==> config.mk <==
export PLATFORM = sky130hd
export DESIGN_NAME = tlb_lru_param_flat
export DESIGN_NICKNAME = d
export VERILOG_FILES = /design/src/rtl/tlb_lru_param_if.sv /design/src/rtl/tlb_lru_param.sv /design/src/flat_wrapper.sv
export SDC_FILE = /design/constraint.sdc
export NUM_CORES = 1
export LEC_CHECK = 0
export CORE_MARGIN = 8
export CORE_UTILIZATION = 35
export CTS_BUF_LIST = sky130_fd_sc_hd__clkbuf_4 sky130_fd_sc_hd__clkbuf_8 sky130_fd_sc_hd__clkbuf_16
export DETAILED_ROUTE_END_ITERATION = 7
export RECOVER_POWER = 25
export SLEW_MARGIN = 0
export SYNTH_ARGS = -nofsm -noshare
export SYNTH_HDL_FRONTEND = slang
export SYNTH_HIERARCHICAL = 1
export SYNTH_SLANG_ARGS = --single-unit
==> constraint.sdc <==
create_clock -name clk -period 3.2 [get_ports clk]
set_input_delay 0.8 -clock clk [delete_from_list [all_inputs] [get_ports clk]]
set_output_delay 0.8 -clock clk [all_outputs]
set_load 0.03 [all_outputs]
==> src/rtl/tlb_lru_param_if.sv <==
// CPU request/response and page-table handshake bundle for tlb_lru_param.
// The TLB takes the slave side; the CPU/page-table environment takes the master side.
interface tlb_lru_param_if #(
    parameter int VA_WIDTH    = 14,
    parameter int OFFSET_BITS = 8,
    parameter int PPN_WIDTH   = 2
);
    localparam int V = VA_WIDTH - OFFSET_BITS;
    localparam int P = PPN_WIDTH + OFFSET_BITS;

    logic                 req_valid;
    logic                 req_ready;
    logic [VA_WIDTH-1:0]  req_vaddr;
    logic                 req_write;
    logic                 flush;
    logic                 resp_valid;
    logic [P-1:0]         resp_paddr;
    logic                 resp_write;
    logic                 resp_fault;
    logic                 pt_req_valid;
    logic                 pt_req_write;
    logic [V-1:0]         pt_req_vpn;
    logic [PPN_WIDTH-1:0] pt_wb_ppn;
    logic                 pt_wb_dirty;
    logic                 pt_wb_reference;
    logic                 pt_done;
    logic [PPN_WIDTH-1:0] pt_ppn;
    logic                 pt_fault;
    logic                 pt_dirty;
    logic                 pt_reference;

    modport master (
        output req_valid, req_vaddr, req_write, flush,
        output pt_done, pt_ppn, pt_fault, pt_dirty, pt_reference,
        input  req_ready, resp_valid, resp_paddr, resp_write, resp_fault,
        input  pt_req_valid, pt_req_write, pt_req_vpn, pt_wb_ppn, pt_wb_dirty, pt_wb_reference
    );

    modport slave (
        input  req_valid, req_vaddr, req_write, flush,
        input  pt_done, pt_ppn, pt_fault, pt_dirty, pt_reference,
        output req_ready, resp_valid, resp_paddr, resp_write, resp_fault,
        output pt_req_valid, pt_req_write, pt_req_vpn, pt_wb_ppn, pt_wb_dirty, pt_wb_reference
    );
endinterface

==> src/rtl/tlb_lru_param.sv <==
// Fully-associative TLB with true-LRU replacement, dirty write-back and page-table fill.
// Each slot keeps its own state and rank; the top sequences lookup, write-back and fill.
module tlb_lru_param_slot #(
    parameter int V         = 6,
    parameter int PPN_WIDTH = 2,
    parameter int R         = 2,
    parameter int INIT_RANK = 0
) (
    input  logic                 clk,
    input  logic                 reset,
    input  logic                 clear,
    input  logic [V-1:0]         lookup_tag,
    input  logic                 sel,
    input  logic                 touch,
    input  logic [R-1:0]         touch_rank,
    input  logic                 install,
    input  logic [V-1:0]         new_tag,
    input  logic [PPN_WIDTH-1:0] new_ppn,
    input  logic                 new_dirty,
    input  logic                 mark_ref,
    input  logic                 mark_dirty,
    input  logic                 clean,
    output logic                 hit,
    output logic                 valid,
    output logic [V-1:0]         tag,
    output logic [PPN_WIDTH-1:0] ppn,
    output logic                 dirty,
    output logic                 reference,
    output logic [R-1:0]         rank
);
    always_ff @(posedge clk) begin
        if (reset || clear) begin
            valid     <= 1'b0;
            dirty     <= 1'b0;
            reference <= 1'b0;
            rank      <= R'(INIT_RANK);
        end else begin
            // Everything more recent than the touched slot ages by one, keeping ranks a permutation.
            if (touch) begin
                if (sel)
                    rank <= '0;
                else if (rank < touch_rank)
                    rank <= rank + 1'b1;
            end
            if (sel && install) begin
                valid     <= 1'b1;
                tag       <= new_tag;
                ppn       <= new_ppn;
                dirty     <= new_dirty;
                reference <= 1'b1;
            end
            if (sel && mark_ref)
                reference <= 1'b1;
            if (sel && mark_dirty)
                dirty <= 1'b1;
            if (sel && clean)
                dirty <= 1'b0;
        end
    end

    assign hit = valid && (tag == lookup_tag);
endmodule

module tlb_lru_param #(
    parameter int ENTRY_COUNT = 4,
    parameter int VA_WIDTH    = 14,
    parameter int OFFSET_BITS = 8,
    parameter int PPN_WIDTH   = 2
) (
    input logic            clk,
    input logic            reset,
    tlb_lru_param_if.slave tlb
);
    localparam int R = $clog2(ENTRY_COUNT);
    localparam int V = VA_WIDTH - OFFSET_BITS;
    localparam int P = PPN_WIDTH + OFFSET_BITS;

    typedef enum logic [2:0] {IDLE, LOOKUP, WB, FILL, RESP} state_t;

    state_t                                state;
    logic [VA_WIDTH-1:0]                   vaddr;
    logic                                  write;
    logic [R-1:0]                          victim;

    logic                                  req_ready;
    logic                                  resp_valid;
    logic [P-1:0]                          resp_paddr;
    logic                                  resp_write;
    logic                                  resp_fault;
    logic                                  pt_req_valid;
    logic                                  pt_req_write;
    logic [V-1:0]                          pt_req_vpn;
    logic [PPN_WIDTH-1:0]                  pt_wb_ppn;
    logic                                  pt_wb_dirty;
    logic                                  pt_wb_reference;

    logic [ENTRY_COUNT-1:0]                hit_vec;
    logic [ENTRY_COUNT-1:0]                valid;
    logic [ENTRY_COUNT-1:0]                dirty;
    logic [ENTRY_COUNT-1:0]                reference;
    logic [ENTRY_COUNT-1:0][V-1:0]         tag;
    logic [ENTRY_COUNT-1:0][PPN_WIDTH-1:0] ppn;
    logic [ENTRY_COUNT-1:0][R-1:0]         rank;

    logic                                  hit;
    logic [R-1:0]                          hit_idx;
    logic                                  free;
    logic [R-1:0]                          free_idx;
    logic [R-1:0]                          lru_idx;
    logic [R-1:0]                          pick;
    logic [R-1:0]                          target;
    logic [R-1:0]                          touch_rank;
    logic                                  clear;
    logic                                  touch;
    logic                                  install;
    logic                                  mark_ref;
    logic                                  mark_dirty;
    logic                                  clean;

    logic [V-1:0]                          vpn;
    logic [OFFSET_BITS-1:0]                offset;
    logic                                  unused_pt_reference;

    assign vpn                 = vaddr[VA_WIDTH-1:OFFSET_BITS];
    assign offset              = vaddr[OFFSET_BITS-1:0];
    assign unused_pt_reference = tlb.pt_reference;

    for (genvar i = 0; i < ENTRY_COUNT; i++) begin : g_slot
        tlb_lru_param_slot #(
            .V(V), .PPN_WIDTH(PPN_WIDTH), .R(R), .INIT_RANK(ENTRY_COUNT - 1 - i)
        ) u_slot (
            .clk        (clk),
            .reset      (reset),
            .clear      (clear),
            .lookup_tag (vpn),
            .sel        (target == R'(i)),
            .touch      (touch),
            .touch_rank (touch_rank),
            .install    (install),
            .new_tag    (vpn),
            .new_ppn    (tlb.pt_ppn),
            .new_dirty  (tlb.pt_dirty | write),
            .mark_ref   (mark_ref),
            .mark_dirty (mark_dirty),
            .clean      (clean),
            .hit        (hit_vec[i]),
            .valid      (valid[i]),
            .tag        (tag[i]),
            .ppn        (ppn[i]),
            .dirty      (dirty[i]),
            .reference  (reference[i]),
            .rank       (rank[i])
        );
    end

    // Descending scans so the lowest index wins on ties.
    always_comb begin
        hit      = 1'b0;
        hit_idx  = '0;
        free     = 1'b0;
        free_idx = '0;
        lru_idx  = '0;
        for (int i = ENTRY_COUNT - 1; i >= 0; i--) begin
            if (hit_vec[i]) begin
                hit     = 1'b1;
                hit_idx = R'(i);
            end
            if (!valid[i]) begin
                free     = 1'b1;
                free_idx = R'(i);
            end
            if (rank[i] == R'(ENTRY_COUNT - 1))
                lru_idx = R'(i);
        end
        pick = free ? free_idx : lru_idx;
    end

    always_comb begin
        clear      = 1'b0;
        touch      = 1'b0;
        install    = 1'b0;
        mark_ref   = 1'b0;
        mark_dirty = 1'b0;
        clean      = 1'b0;
        target     = victim;
        case (state)
            IDLE:   clear = tlb.flush;
            LOOKUP: if (hit) begin
                        touch      = 1'b1;
                        target     = hit_idx;
                        mark_ref   = 1'b1;
                        mark_dirty = write;
                    end
            WB:     clean = tlb.pt_done;
            FILL:   if (tlb.pt_done && !tlb.pt_fault) begin
                        install = 1'b1;
                        touch   = 1'b1;
                    end
            default: ;
        endcase
        touch_rank = rank[target];
    end

    always_ff @(posedge clk) begin
        if (reset) begin
            state           <= IDLE;
            vaddr           <= '0;
            write           <= 1'b0;
            victim          <= '0;
            req_ready       <= 1'b0;
            resp_valid      <= 1'b0;
            resp_paddr      <= '0;
            resp_write      <= 1'b0;
            resp_fault      <= 1'b0;
            pt_req_valid    <= 1'b0;
            pt_req_write    <= 1'b0;
            pt_req_vpn      <= '0;
            pt_wb_ppn       <= '0;
            pt_wb_dirty     <= 1'b0;
            pt_wb_reference <= 1'b0;
        end else begin
            resp_valid <= 1'b0;
            case (state)
                IDLE: begin
                    req_ready <= 1'b1;
                    if (!tlb.flush && tlb.req_valid && req_ready) begin
                        vaddr     <= tlb.req_vaddr;
                        write     <= tlb.req_write;
                        req_ready <= 1'b0;
                        state     <= LOOKUP;
                    end
                end
                LOOKUP: begin
                    if (hit) begin
                        resp_valid <= 1'b1;
                        resp_paddr <= {ppn[hit_idx], offset};
                        resp_write <= write;
                        resp_fault <= 1'b0;
                        state      <= RESP;
                    end else begin
                        victim       <= pick;
                        pt_req_valid <= 1'b1;
                        if (valid[pick] && dirty[pick]) begin
                            pt_req_write    <= 1'b1;
                            pt_req_vpn      <= tag[pick];
                            pt_wb_ppn       <= ppn[pick];
                            pt_wb_dirty     <= 1'b1;
                            pt_wb_reference <= reference[pick];
                            state           <= WB;
                        end else begin
                            pt_req_write <= 1'b0;
                            pt_req_vpn   <= vpn;
                            state        <= FILL;
                        end
                    end
                end
                WB: begin
                    // Flip straight into the fetch; pt_req_valid stays high across the change.
                    if (tlb.pt_done) begin
                        pt_req_write    <= 1'b0;
                        pt_req_vpn      <= vpn;
                        pt_wb_ppn       <= '0;
                        pt_wb_dirty     <= 1'b0;
                        pt_wb_reference <= 1'b0;
                        state           <= FILL;
                    end
                end
                FILL: begin
                    if (tlb.pt_done) begin
                        pt_req_valid <= 1'b0;
                        resp_valid   <= 1'b1;
                        resp_write   <= write;
                        resp_fault   <= tlb.pt_fault;
                        resp_paddr   <= tlb.pt_fault ? '0 : {tlb.pt_ppn, offset};
                        state        <= RESP;
                    end
                end
                RESP: begin
                    req_ready <= 1'b1;
                    state     <= IDLE;
                end
                default: state <= IDLE;
            endcase
        end
    end

    assign tlb.req_ready       = req_ready;
    assign tlb.resp_valid      = resp_valid;
    assign tlb.resp_paddr      = resp_paddr;
    assign tlb.resp_write      = resp_write;
    assign tlb.resp_fault      = resp_fault;
    assign tlb.pt_req_valid    = pt_req_valid;
    assign tlb.pt_req_write    = pt_req_write;
    assign tlb.pt_req_vpn      = pt_req_vpn;
    assign tlb.pt_wb_ppn       = pt_wb_ppn;
    assign tlb.pt_wb_dirty     = pt_wb_dirty;
    assign tlb.pt_wb_reference = pt_wb_reference;
endmodule

==> src/flat_wrapper.sv <==
// flat-port wrapper written by rule: the top's interface ports become plain ports
module tlb_lru_param_flat 
#(
    parameter int ENTRY_COUNT = 4,
    parameter int VA_WIDTH    = 14,
    parameter int OFFSET_BITS = 8,
    parameter int PPN_WIDTH   = 2
)
  (clk, reset, tlb_req_valid, tlb_req_vaddr, tlb_req_write, tlb_flush, tlb_pt_done, tlb_pt_ppn, tlb_pt_fault, tlb_pt_dirty, tlb_pt_reference, tlb_req_ready, tlb_resp_valid, tlb_resp_paddr, tlb_resp_write, tlb_resp_fault, tlb_pt_req_valid, tlb_pt_req_write, tlb_pt_req_vpn, tlb_pt_wb_ppn, tlb_pt_wb_dirty, tlb_pt_wb_reference);
  tlb_lru_param_if #(.VA_WIDTH(VA_WIDTH), .OFFSET_BITS(OFFSET_BITS), .PPN_WIDTH(PPN_WIDTH)) tlb_i ();
  input logic clk;
  input logic reset;
  input wire logic [$bits(tlb_i.req_valid)-1:0] tlb_req_valid;
  input wire logic [$bits(tlb_i.req_vaddr)-1:0] tlb_req_vaddr;
  input wire logic [$bits(tlb_i.req_write)-1:0] tlb_req_write;
  input wire logic [$bits(tlb_i.flush)-1:0] tlb_flush;
  input wire logic [$bits(tlb_i.pt_done)-1:0] tlb_pt_done;
  input wire logic [$bits(tlb_i.pt_ppn)-1:0] tlb_pt_ppn;
  input wire logic [$bits(tlb_i.pt_fault)-1:0] tlb_pt_fault;
  input wire logic [$bits(tlb_i.pt_dirty)-1:0] tlb_pt_dirty;
  input wire logic [$bits(tlb_i.pt_reference)-1:0] tlb_pt_reference;
  output wire logic [$bits(tlb_i.req_ready)-1:0] tlb_req_ready;
  output wire logic [$bits(tlb_i.resp_valid)-1:0] tlb_resp_valid;
  output wire logic [$bits(tlb_i.resp_paddr)-1:0] tlb_resp_paddr;
  output wire logic [$bits(tlb_i.resp_write)-1:0] tlb_resp_write;
  output wire logic [$bits(tlb_i.resp_fault)-1:0] tlb_resp_fault;
  output wire logic [$bits(tlb_i.pt_req_valid)-1:0] tlb_pt_req_valid;
  output wire logic [$bits(tlb_i.pt_req_write)-1:0] tlb_pt_req_write;
  output wire logic [$bits(tlb_i.pt_req_vpn)-1:0] tlb_pt_req_vpn;
  output wire logic [$bits(tlb_i.pt_wb_ppn)-1:0] tlb_pt_wb_ppn;
  output wire logic [$bits(tlb_i.pt_wb_dirty)-1:0] tlb_pt_wb_dirty;
  output wire logic [$bits(tlb_i.pt_wb_reference)-1:0] tlb_pt_wb_reference;
  assign tlb_i.req_valid = tlb_req_valid;
  assign tlb_i.req_vaddr = tlb_req_vaddr;
  assign tlb_i.req_write = tlb_req_write;
  assign tlb_i.flush = tlb_flush;
  assign tlb_i.pt_done = tlb_pt_done;
  assign tlb_i.pt_ppn = tlb_pt_ppn;
  assign tlb_i.pt_fault = tlb_pt_fault;
  assign tlb_i.pt_dirty = tlb_pt_dirty;
  assign tlb_i.pt_reference = tlb_pt_reference;
  assign tlb_req_ready = tlb_i.req_ready;
  assign tlb_resp_valid = tlb_i.resp_valid;
  assign tlb_resp_paddr = tlb_i.resp_paddr;
  assign tlb_resp_write = tlb_i.resp_write;
  assign tlb_resp_fault = tlb_i.resp_fault;
  assign tlb_pt_req_valid = tlb_i.pt_req_valid;
  assign tlb_pt_req_write = tlb_i.pt_req_write;
  assign tlb_pt_req_vpn = tlb_i.pt_req_vpn;
  assign tlb_pt_wb_ppn = tlb_i.pt_wb_ppn;
  assign tlb_pt_wb_dirty = tlb_i.pt_wb_dirty;
  assign tlb_pt_wb_reference = tlb_i.pt_wb_reference;
  tlb_lru_param #(.ENTRY_COUNT(ENTRY_COUNT), .VA_WIDTH(VA_WIDTH), .OFFSET_BITS(OFFSET_BITS), .PPN_WIDTH(PPN_WIDTH)) u_core (.clk(clk), .reset(reset), .tlb(tlb_i));
endmodule
==> Word level (Yosys, flattened, before mapping) <==
Cells that the tools add are included.
{ "op_classes": {"n_addsub": 4, "magnitude_cmp": 7, "n_eq_ne": 21, "muxes": 110, "bitwise": 3, "reduce_logical": 63} }
{ "op_table": {"columns": ["operator", "n"], "rows": [
  ["two-way mux 2 bit", 29],
  ["two-way mux 1 bit", 50],
  ["two-way mux 10 bit", 3],
  ["nonzero test 2 bit", 15],
  ["== test 6 bit", 4],
  ["logical AND 1 bit", 24],
  ["two-way mux 6 bit", 4],
  ["case mux 10 bit (2 select lines)", 1],
  ["AND reduction 2 bit", 10],
  ["case mux 1 bit (2 select lines)", 9],
  ["binary-select mux 2 bit (select 2 bit)", 3],
  ["binary-select mux 6 bit (select 2 bit)", 1],
  ["== test 2 bit (second input constant)", 6],
  ["two-way mux 3 bit", 4],
  ["case mux 3 bit (4 select lines)", 1],
  ["case mux 6 bit (2 select lines)", 1],
  ["AND reduction 3 bit", 4],
  ["less-than comparator 2 x 3 -> 1 bit (second input constant)", 3],
  ["adder 2 x 1 -> 2 bit (second input constant)", 4],
  ["less-than comparator 2 bit", 4],
  ["OR reduction 2 bit", 4],
  ["binary-select mux 1 bit (select 2 bit)", 3],
  ["== test 3 x 2 -> 1 bit (second input constant)", 2],
  ["inequality test 2 x 1 -> 1 bit (second input constant)", 3],
  ["other kinds (12)", 16]
]} }
{ "totals": {"reg_bits": 98, "in_bits": 25, "output_inout_bits": 26, "elab_cells": 247} }

==> Logic depth before layout (Yosys ltp) <==
Gate-level depths: netlist of the first run.
{ "depth": {"depth_word": 13, "ltp_mapped": 14, "ltp_nobuf": 14} }

==> Hierarchy <==
Netlist of the first run, hierarchy kept.
{ "modules_own_cells": {"columns": ["mod", "instances", "cells_each", "area_each_um2", "seq_area_each_um2"], "rows": [
  ["tlb_lru_param", 1, 337, 2937.8, 920.9],
  ["tlb_lru_param_slot (u_core.g_slot[0].u_slot)", 1, 43, 586.8, 340.3],
  ["tlb_lru_param_slot (u_core.g_slot[3].u_slot)", 1, 47, 575.6, 340.3],
  ["tlb_lru_param_slot (u_core.g_slot[2].u_slot)", 1, 48, 558.0, 340.3],
  ["tlb_lru_param_slot (u_core.g_slot[1].u_slot)", 1, 45, 554.3, 340.3]
]} }

==> Worst setup path before layout of the first run <==
OpenSTA, ideal clock, no wires.
{ "synth_path": {"path_kind": "register -> register", "from": "reg u_core.vaddr[9]", "to": "reg u_core.g_slot[1].u_slot.rank[1]", "setup_ns": 0.120, "arrival_time_ns": 3.184, "t_required_ns": 3.080, "setup_slack_ns": -0.104, "path_stages_with_launch": 14, "n_path_buf": 0, "synth_period_minus_slack_ns": 3.304, "path_cell_list": "dfxtp_1 xnor2_1 nand4_1 nor4_1 nor4_4 nor2_4 mux2i_4 mux2i_1 mux2i_1 inv_1 ha_1 nor3b_2 o21ai_0 a211o_1"} }
{ "synth_between": {"word_cells_on_any_way": 27, "classes_between": "order compare (1); eq/ne (5); mux (15); reduce/logical (6)"} }
{ "synth_lines": {"columns": ["item", "line", "source"], "rows": [
  ["start: declaration", "tlb_lru_param.sv:81", "logic [VA_WIDTH-1:0] vaddr;"],
  ["start signal: assignment", "tlb_lru_param.sv:227", "vaddr <= tlb.req_vaddr;"],
  ["== test 6 bit *", "tlb_lru_param.sv:61", "assign hit = valid && (tag == lookup_tag);"],
  ["logical AND 1 bit *", "tlb_lru_param.sv:61", null],
  ["via u_core.hit_vec[2]", "tlb_lru_param.sv:97", "logic [ENTRY_COUNT-1:0] hit_vec;"],
  ["two-way mux 2 bit or two-way mux 1 bit (tied branches) (3 in series)", "tlb_lru_param.sv:164", "if (hit_vec[i]) begin"],
  ["two-way mux 2 bit *", "tlb_lru_param.sv:188", "LOOKUP: if (hit) begin"],
  ["two-way mux 2 bit *", "tlb_lru_param.sv:186", "case (state)"],
  ["binary-select mux 2 bit (select 2 bit) *", "tlb_lru_param.sv:201", "touch_rank = rank[target];"],
  ["two-way mux 2 bit (implied by the code) *", "tlb_lru_param.sv:201", null],
  ["via u_core.touch_rank[1]", "tlb_lru_param.sv:112", "logic [R-1:0] touch_rank;"],
  ["less-than comparator 2 bit *", "tlb_lru_param.sv:42", "else if (rank < touch_rank)"],
  ["nonzero test 2 bit (no line) *", null, null],
  ["AND reduction 2 bit (no line) *", null, null],
  ["end signal: assignment", "tlb_lru_param.sv:36", "rank <= R'(INIT_RANK);"],
  ["end signal: assignment", "tlb_lru_param.sv:43", "rank <= rank + 1'b1;"],
  ["end: declaration", "tlb_lru_param.sv:29", "output logic [R-1:0] rank"]
]} }
Mark *: on every way through the listed nets, which the timed path passes. The rest lies on a longest branch. The select of a mux whose other input is x is not followed.
A chain may end at the register's enable or synchronous reset.

==> Final worst setup path of the first run <==
{ "layout_path": {"from": "reg u_core.g_slot[2].u_slot.tag[3]", "to": "reg u_core.g_slot[3].u_slot.rank[0]"} }
{ "layout_between": {"elab_chain_len": 12, "word_cells_on_any_way": 19, "classes_between": "order compare (1); eq/ne (2); mux (13); reduce/logical (3)"} }
{ "layout_lines": {"columns": ["item", "line", "source"], "rows": [
  ["start: declaration", "tlb_lru_param.sv:25", "output logic [V-1:0] tag,"],
  ["start signal: assignment", "tlb_lru_param.sv:47", "tag <= new_tag;"],
  ["== test 6 bit *", "tlb_lru_param.sv:61", null],
  ["logical AND 1 bit *", "tlb_lru_param.sv:61", null],
  ["via u_core.hit_vec[2]", "tlb_lru_param.sv:97", null],
  ["two-way mux 2 bit or two-way mux 1 bit (tied branches) (3 in series)", "tlb_lru_param.sv:164", null],
  ["two-way mux 2 bit *", "tlb_lru_param.sv:188", null],
  ["two-way mux 2 bit *", "tlb_lru_param.sv:186", null],
  ["binary-select mux 2 bit (select 2 bit) *", "tlb_lru_param.sv:201", null],
  ["two-way mux 2 bit (implied by the code) *", "tlb_lru_param.sv:201", null],
  ["via u_core.touch_rank[1]", "tlb_lru_param.sv:112", null],
  ["less-than comparator 2 bit *", "tlb_lru_param.sv:42", null],
  ["nonzero test 2 bit (no line) *", null, null],
  ["AND reduction 2 bit (no line) *", null, null],
  ["end signal: assignment", "tlb_lru_param.sv:36", null],
  ["end signal: assignment", "tlb_lru_param.sv:43", null],
  ["end: declaration", "tlb_lru_param.sv:29", null]
]} }
Marked as above.

==> summary.txt, run 1 <==
Outcome
  – Status: finished, violations left
  – Violated checks: negative setup slack

Timing
  – Worst clock skew: 10.3 ps
  – Final setup violation count: 3
  – Relative slew slack: 49.7%
  – Crit share post-route: 101%
  – Worst slew pin tran: 754 ps
  – Final Slew Violations: 0
  – RSZ-0062 raised after global routing: true
  – Hold Vio Cnt, Final: 0
  – Setup ws final: -40.9 ps
  – Tmin final: 3240 ps
  – Achievable clock frequency: 309 MHz

Clocking
  – Total CTS buffers: 9
  – CTS tree: built
  – Clk_lat worst skew: 350 ps
  – CTS Root Cell: clkbuf_16
  – Worst-path clk slew: 70 ps
  – Clock Sinks: 98
  – Longest Clk Path Bufs: 2
  – H-Tree Depth: 3

Placement
  – # port buffers: 49
  – Placed cells: 773
  – HPWL after DPL: 10500 um
  – Gpl congestion: 0.839
  – Placed cell areas: 0.00617 mm^2

Setup path
  – Crit path buf inv count: 4
  – Cell depth of the worst setup path: 15
  – CP Launch Type: register
  – Crit Path Max Fanout: 4
  – Critical path required time: 3410 ps
  – CP delay by family, top: simple AND/OR/NAND/NOR gates
  – Worst path arrival time: 3450 ps
  – Crit path kind: reg -> reg
  – Crit path top cell by count: buf_4
  – Slowest Stage Delay on Critical Path: 430 ps
  – R2R depth: 15
  – CP Capture Type: register
  – Worst path cell trace: xnor2_1, nand4_1, nor4_2, buf_4, nor4_4, nor2_4, mux2i_4, mux2i_1, mux2i_1, buf_4, inv_1, ha_4, buf_4, nor4bb_1, a2111oi_2
  – Slowest-stage cell, CP: edfxtp_1

Route
  – # DRC: 0
  – First-pass iteration count of the detailed router: 6
  – Final wirelength: 14400 um
  – Antenna-violating nets left: 0
  – First DRT Iteration DRCs: 326
  – Via count: 4446
  – Avg WL per Cell: 18.1 um
  – Routed vias/inst: 5.61

Global routing
  – GR Util All Layers: 14.4%
  – Vias in the first global route: 4298
  – Overflow after GRT: 0
  – Initial antenna violation count: 0
  – First-pass GRT wire length: 22700 um
  – Largest net degree at the start of global routing: 31

Synth
  – Sequential cell area fraction in the yosys report: 43.8%
  – Top_reg_cell synth: dfxtp_1
  – Syn nets: 549
  – Async S/R FF share, synth: 0%
  – Mapped Cells: 520
  – Synth Area per Inst: 10.0 um^2
  – EDFF count, synth: 32
  – Synth warn: 6
  – Synth Register Bits: 98
  – Mapped cell area: 0.00521 mm^2
  – Post-synthesis cell type count: 76

Min path
  – Min-Delay Path Depth: 2
  – Hold crit path type: reg -> reg

Power
  – VDD IR max: 0.263 mV
  – Cell area power density: 416 mW/mm^2
  – Leakage: 0.00224 uW

Layout
  – Post-route cell area: 0.00659 mm^2
  – Antenna cells: 0
  – Final core utilization: 45.3%
  – Final std cells w/o fill: 793
  – Layout area overhead: 26.4%
  – Layout cells sized above 1: 19.7%
  – Fin nets: 633

Die
  – Die width: 138 um
  – # IOs: 51
  – Row Count: 44
  – Height of the die: 138 um
  – Initial cell density of the core: 35.9%
  – Die ar.: 0.0191 mm^2
  – Placeable Area: 0.0145 mm^2

Job
  – Max-cap viol count: 0
worst paths after layout:
kind | from | endpoint | slack, ps
hold / removal | u_core/g_slot[1].u_slot/reference | u_core/g_slot[1].u_slot/reference | 460
setup reg to reg | u_core/g_slot[2].u_slot/tag[3] | u_core/g_slot[3].u_slot/rank[0] | -40
hold reg to reg | u_core/g_slot[1].u_slot/reference | u_core/g_slot[1].u_slot/reference | 460
setup / recovery | u_core/g_slot[2].u_slot/tag[3] | u_core/g_slot[3].u_slot/rank[0] | -40
through the flow:
| step | worst slack (ps) | total power, uW | hold WS (ps) | TNS (ps) |
|---|---|---|---|---|
| floorplan | 72.9 | 1560 | 422 | 0 |
| global placement | -48.9 | 1680 | 439 | -48.9 |
| detailed placement | -94.4 | 1690 | 443 | -152 |
| CTS | 0.838 | 2770 | 457 | 0 |
| global route | -207 | 2840 | 482 | -1210 |
| finish | -40.9 | 2740 | 456 | -89.0 |
cell usage after synthesis, types with 12 or more instances:
| library cell | number | area (um^2) |
|---|---|---|
| dfxtp_1 | 66 | 1320 |
| nor2_1 | 55 | 206 |
| edfxtp_1 | 32 | 961 |
| mux2i_1 | 28 | 280 |
| nand2_1 | 21 | 78.8 |
| nand3_1 | 21 | 105 |
| o211ai_1 | 20 | 150 |
| a21oi_1 | 19 | 95.1 |
| nand4_1 | 17 | 106 |
| a31oi_1 | 15 | 93.8 |
| buf_2 | 13 | 65.1 |
| inv_1 | 13 | 48.8 |
| a21boi_0 | 12 | 90.1 |
| nand2b_1 | 12 | 75.1 |
| xnor2_1 | 12 | 105 |
| xor2_1 | 12 | 105 |
registers in the layout, indices dropped and copies added (netlist names), 2 cells and up:
signal and flops:
u_core/tlb.pt_wb_ppn 2, u_core/g_slot.u_slot/reference 4, u_core/g_slot.u_slot/dirty 4, u_core/g_slot.u_slot/tag 24, u_core/tlb.pt_req_vpn 6, u_core/g_slot.u_slot/ppn 8, u_core/vaddr 14, u_core/victim 2
u_core/g_slot.u_slot/rank 8, u_core/state 3, u_core/g_slot.u_slot/valid 4, u_core/tlb.resp_paddr 10
per-layer routing:
| layer | routed length (um) | GRT usage (%) | share of wire, % | up-vias |
|---|---|---|---|---|
| li1 | - | - | - | 2132 |
| met1 | 6700 | 18.9 | 47 | 2138 |
| met2 | 6750 | 22.8 | 47 | 147 |
| met3 | 642 | 2.77 | 4.5 | 29 |
| met4 | 292 | 5.66 | 2.0 | 0 |
| met5 | 0 | 0 | 0 | - |
cell type report:
type / instances / area (um^2)
sequential: 98 / 2290
timing repair buffer: 99 / 838
inverter: 13 / 51.3
multi-input combinational: 383 / 2880
clock inverter: 6 / 57.6
tap: 184 / 230
clock buffer: 10 / 239
fill: 1384 / 7950
kinds of logic (layout without fill, tap and decap cells):
kind of cell / after synthesis / count (layout) / share of synthesized area [%]
and+or+nand+nor: 179 / 179 / 19.4
xor gates and xnor gates: 24 / 24 / 4.03
adders and majority gates: 4 / 4 / 0.960
muxes: 40 / 40 / 9.05
DFF: 98 / 98 / 43.8
buffers and inverters: 39 / 128 / 3.34
AOI/OAI and AO/OA: 136 / 136 / 19.4
where the power goes:
group,internal (uW),switching [uW]
Clock,567,508
Sequential,1310,32.1
Combinational,144,176
worst register-to-register path, cell delays in order, from the launching register on:
cell	delay (ps)
edfxtp_1	430
xnor2_1	170
nand4_1	140
nor4_2	370
buf_4	200
nor4_4	50
nor2_4	120
mux2i_4	320
mux2i_1	220
mux2i_1	90
buf_4	150
inv_1	80
ha_4	200
buf_4	130
nor4bb_1	370
a2111oi_2	60
timing repair:
item | CTS | global route
hold buffers | 0 | 0
setup buffers | 0 | 4
hold endpoints to repair | 0 | 0
gates resized for setup | 5 | 24
pin swaps | 0 | 6
endpoints found under the setup margin | 3 | 8
layout by cell type, fill, tap and decap left out, types with 7 or more instances in the layout:
master | synthesis | layout
clkbuf_16 | 0 | 9
o21a_1 | 7 | 7
nor2_1 | 55 | 52
buf_4 | 1 | 44
clkdlybuf4s50_1 | 0 | 46
edfxtp_1 | 32 | 32
nand3_1 | 21 | 20
inv_1 | 13 | 10
mux2i_1 | 28 | 27
xor2_1 | 12 | 12
a21boi_0 | 12 | 12
xnor2_1 | 12 | 11
a21oi_1 | 19 | 18
nand2b_1 | 12 | 12
a31oi_1 | 15 | 15
nand4_1 | 17 | 17
nand2_1 | 21 | 21
dfxtp_1 | 66 | 63
o211ai_1 | 20 | 20
o21ai_0 | 10 | 8
a22oi_1 | 10 | 10
(Power assumes the default switching activity.)
==> inputs of run 2 (changes only) <==
--- a/config.mk
+++ b/config.mk
@@ -5,7 +5,7 @@
 export SDC_FILE = /design/constraint.sdc
 export NUM_CORES = 1
 export LEC_CHECK = 0
-export CORE_MARGIN = 8
+export CORE_MARGIN = 2
 export CORE_UTILIZATION = 35
 export CTS_BUF_LIST = sky130_fd_sc_hd__clkbuf_4 sky130_fd_sc_hd__clkbuf_8 sky130_fd_sc_hd__clkbuf_16
 export DETAILED_ROUTE_END_ITERATION = 7
==> run 2 against run 1 <==
Global-route usage is 4.0 points higher. Clock skew rose by 0.81 ps. Sequential share of layout area down 0.23 points. The flow still finishes with violations (negative setup slack). Total power rose by 1.5%. Register-to-register slack is essentially flat.
==> summary.txt, run 2 (synthesized netlist as in run 1, its figures left out) <==
Route
  – First-pass iteration count of the detailed router: 5
  – Via count: 4392
  – Avg WL per Cell: 18.2 um
  – Routed vias/inst: 5.55
  – # DRC: 0
  – Antenna-violating nets left: 0
  – First DRT Iteration DRCs: 390
  – Final wirelength: 14400 um

Clocking
  – Clk_lat worst skew: 350 ps
  – Clock Sinks: 98
  – CTS tree: built
  – H-Tree Depth: 3
  – Worst-path clk slew: 70 ps
  – Longest Clk Path Bufs: 2
  – CTS Root Cell: clkbuf_16
  – Total CTS buffers: 9

Layout
  – Layout area overhead: 27.0%
  – Most flop-heavy register: u_core/g_slot.u_slot/tag
  – Max reg flops: 24
  – Most common cell after layout, fill and taps aside: dfxtp_1
  – Most frequent cells in the layout: dfxtp_1, nor2_1, clkdlybuf4s50_1
  – Final std cells w/o fill: 792
  – Fin nets: 632
  – Antenna cells: 0
  – Layout cells sized above 1: 19.7%
  – Largest regs: u_core/g_slot.u_slot/tag: 24 flops, u_core/vaddr: 14 flops, u_core/tlb.resp_paddr: 10 flops

Placement
  – Placed cells: 773
  – HPWL after DPL: 10200 um
  – # port buffers: 49
  – Gpl congestion: 0.860
  – Pre-CTS setup slack: -82.4 ps

Setup path
  – Crit path kind: reg -> reg
  – Worst path arrival time: 3500 ps
  – Critical path required time: 3450 ps
  – CP Launch Type: register
  – Crit Path Max Fanout: 4
  – R2R Setup Slk: -50 ps
  – CP Capture Type: register

Timing
  – Final setup violation count: 4
  – Achievable clock frequency: 307 MHz
  – Setup ws final: -53.3 ps
  – Worst slew pin tran: 795 ps
  – Final Slew Violations: 0
  – Tmin final: 3250 ps
  – Post-route setup TNS: -139 ps
  – Hold Vio Cnt, Final: 0
  – Crit share post-route: 102%
  – RSZ-0062 raised after global routing: true
  – Worst clock skew: 11.1 ps
  – Relative slew slack: 47.0%

Power
  – Leakage: 0.00223 uW
  – VDD IR max: 0.330 mV
  – Cell area power density: 420 mW/mm^2

Global routing
  – Overflow after GRT: 0
  – Initial antenna violation count: 0
  – First-pass GRT wire length: 23200 um
  – Vias in the first global route: 4374
  – GR Util All Layers: 18.4%
  – Largest net degree at the start of global routing: 49

Outcome
  – Status: finished, violations left
  – Violated checks: negative setup slack

Die
  – Die width: 126 um
  – Height of the die: 126 um
  – Row Count: 44
  – # IOs: 51
  – Die ar.: 0.0159 mm^2
  – Initial cell density of the core: 35.9%
  – Placeable Area: 0.0145 mm^2

Job
  – Max-cap viol count: 0

Min path
  – Hold crit path type: reg -> reg
[run 2: cell count changes in the layout (fill, tap and decap cells not counted), sizes merged]
cell and change:
clkdlybuf4s50 -1, clkbuf +5, buf -3, inv -2, clkinvlp +1, dlygate4sd3 +1, clkinv -2
[run 2: timing repair]
item | CTS | global route
endpoints found under the setup margin | 3 | 8
buffers inserted | 0 | 4
pin swaps | 0 | 14
hold buffers | 0 | 0
resized for setup | 5 | 25
[run 2: layout make-up]
type | count | area [um^2]
Tap cell | 184 | 230
Timing Repair Buffer | 98 | 840
Clock inverter | 3 | 18.8
Multi-Input combinational cell | 383 | 2900
Fill cell | 1393 | 7920
Clock buffer | 13 | 290
Inverter | 13 | 48.8
Sequential cell | 98 | 2290
[run 2: worst paths after layout]
check                                       to                              start  depth (start not counted)
max reg2reg    u_core/g_slot[2].u_slot/rank[0]     u_core/g_slot[3].u_slot/tag[4]                         14
max            u_core/g_slot[2].u_slot/rank[0]     u_core/g_slot[3].u_slot/tag[4]                         14
min          u_core/g_slot[3].u_slot/reference  u_core/g_slot[3].u_slot/reference                          2
min reg2reg  u_core/g_slot[3].u_slot/reference  u_core/g_slot[3].u_slot/reference                          2
[run 2: critical path, stage by stage, from the launching register on]
cell and delay [ps]:
edfxtp_1 460, xnor2_2 210, nand4_1 170, nor4_2 320, buf_4 180, nor4_4 40, nor2_4 140, mux2i_4 330
mux2i_2 300, mux2i_4 130, inv_1 120, ha_4 210, nor2_1 130, o21ai_0 90, a221o_1 320
[run 2: metrics by stage]
| step | utilization [%] | power, uW | cell area [um^2] | hold WS, ps |
|---|---|---|---|---|
| after floorplan | - | 1560 | 5230 | 422 |
| after global placement | 42.6 | 1680 | 6190 | 435 |
| after detailed placement | 42.6 | 1690 | 6190 | 441 |
| after CTS | 44.7 | 2810 | 6500 | 460 |
| after global routing | 45.5 | 2900 | 6620 | 483 |
| final | 45.5 | 2780 | 6620 | 455 |
[run 2: power by group]
| part | internal [uW] | switching [uW] |
|---|---|---|
| Clock | 639 | 474 |
| Combinational | 147 | 173 |
| Sequential | 1310 | 32.8 |
| Total | 2100 | 679 |
[run 2: routing by layer]
metal	wire, um	GRT usage (%)	share of wire (%)
met4	147	4.85	1.0
met3	775	4.84	5.4
met1	6560	24.8	46
met2	6900	29.3	48
met5	0	0	0
==> inputs of run 3 (changes only) <==
--- a/config.mk
+++ b/config.mk
@@ -5,10 +5,12 @@
 export SDC_FILE = /design/constraint.sdc
 export NUM_CORES = 1
 export LEC_CHECK = 0
+export ABC_CLOCK_PERIOD_IN_PS = 3200
 export CORE_MARGIN = 2
 export CORE_UTILIZATION = 35
 export CTS_BUF_LIST = sky130_fd_sc_hd__clkbuf_4 sky130_fd_sc_hd__clkbuf_8 sky130_fd_sc_hd__clkbuf_16
 export DETAILED_ROUTE_END_ITERATION = 7
+export GPL_ROUTABILITY_DRIVEN = 0
 export RECOVER_POWER = 25
 export SLEW_MARGIN = 0
 export SYNTH_ARGS = -nofsm -noshare
==> results of run 3 <==
No change in the layout: final DEF, timing and power equal those of run 2.
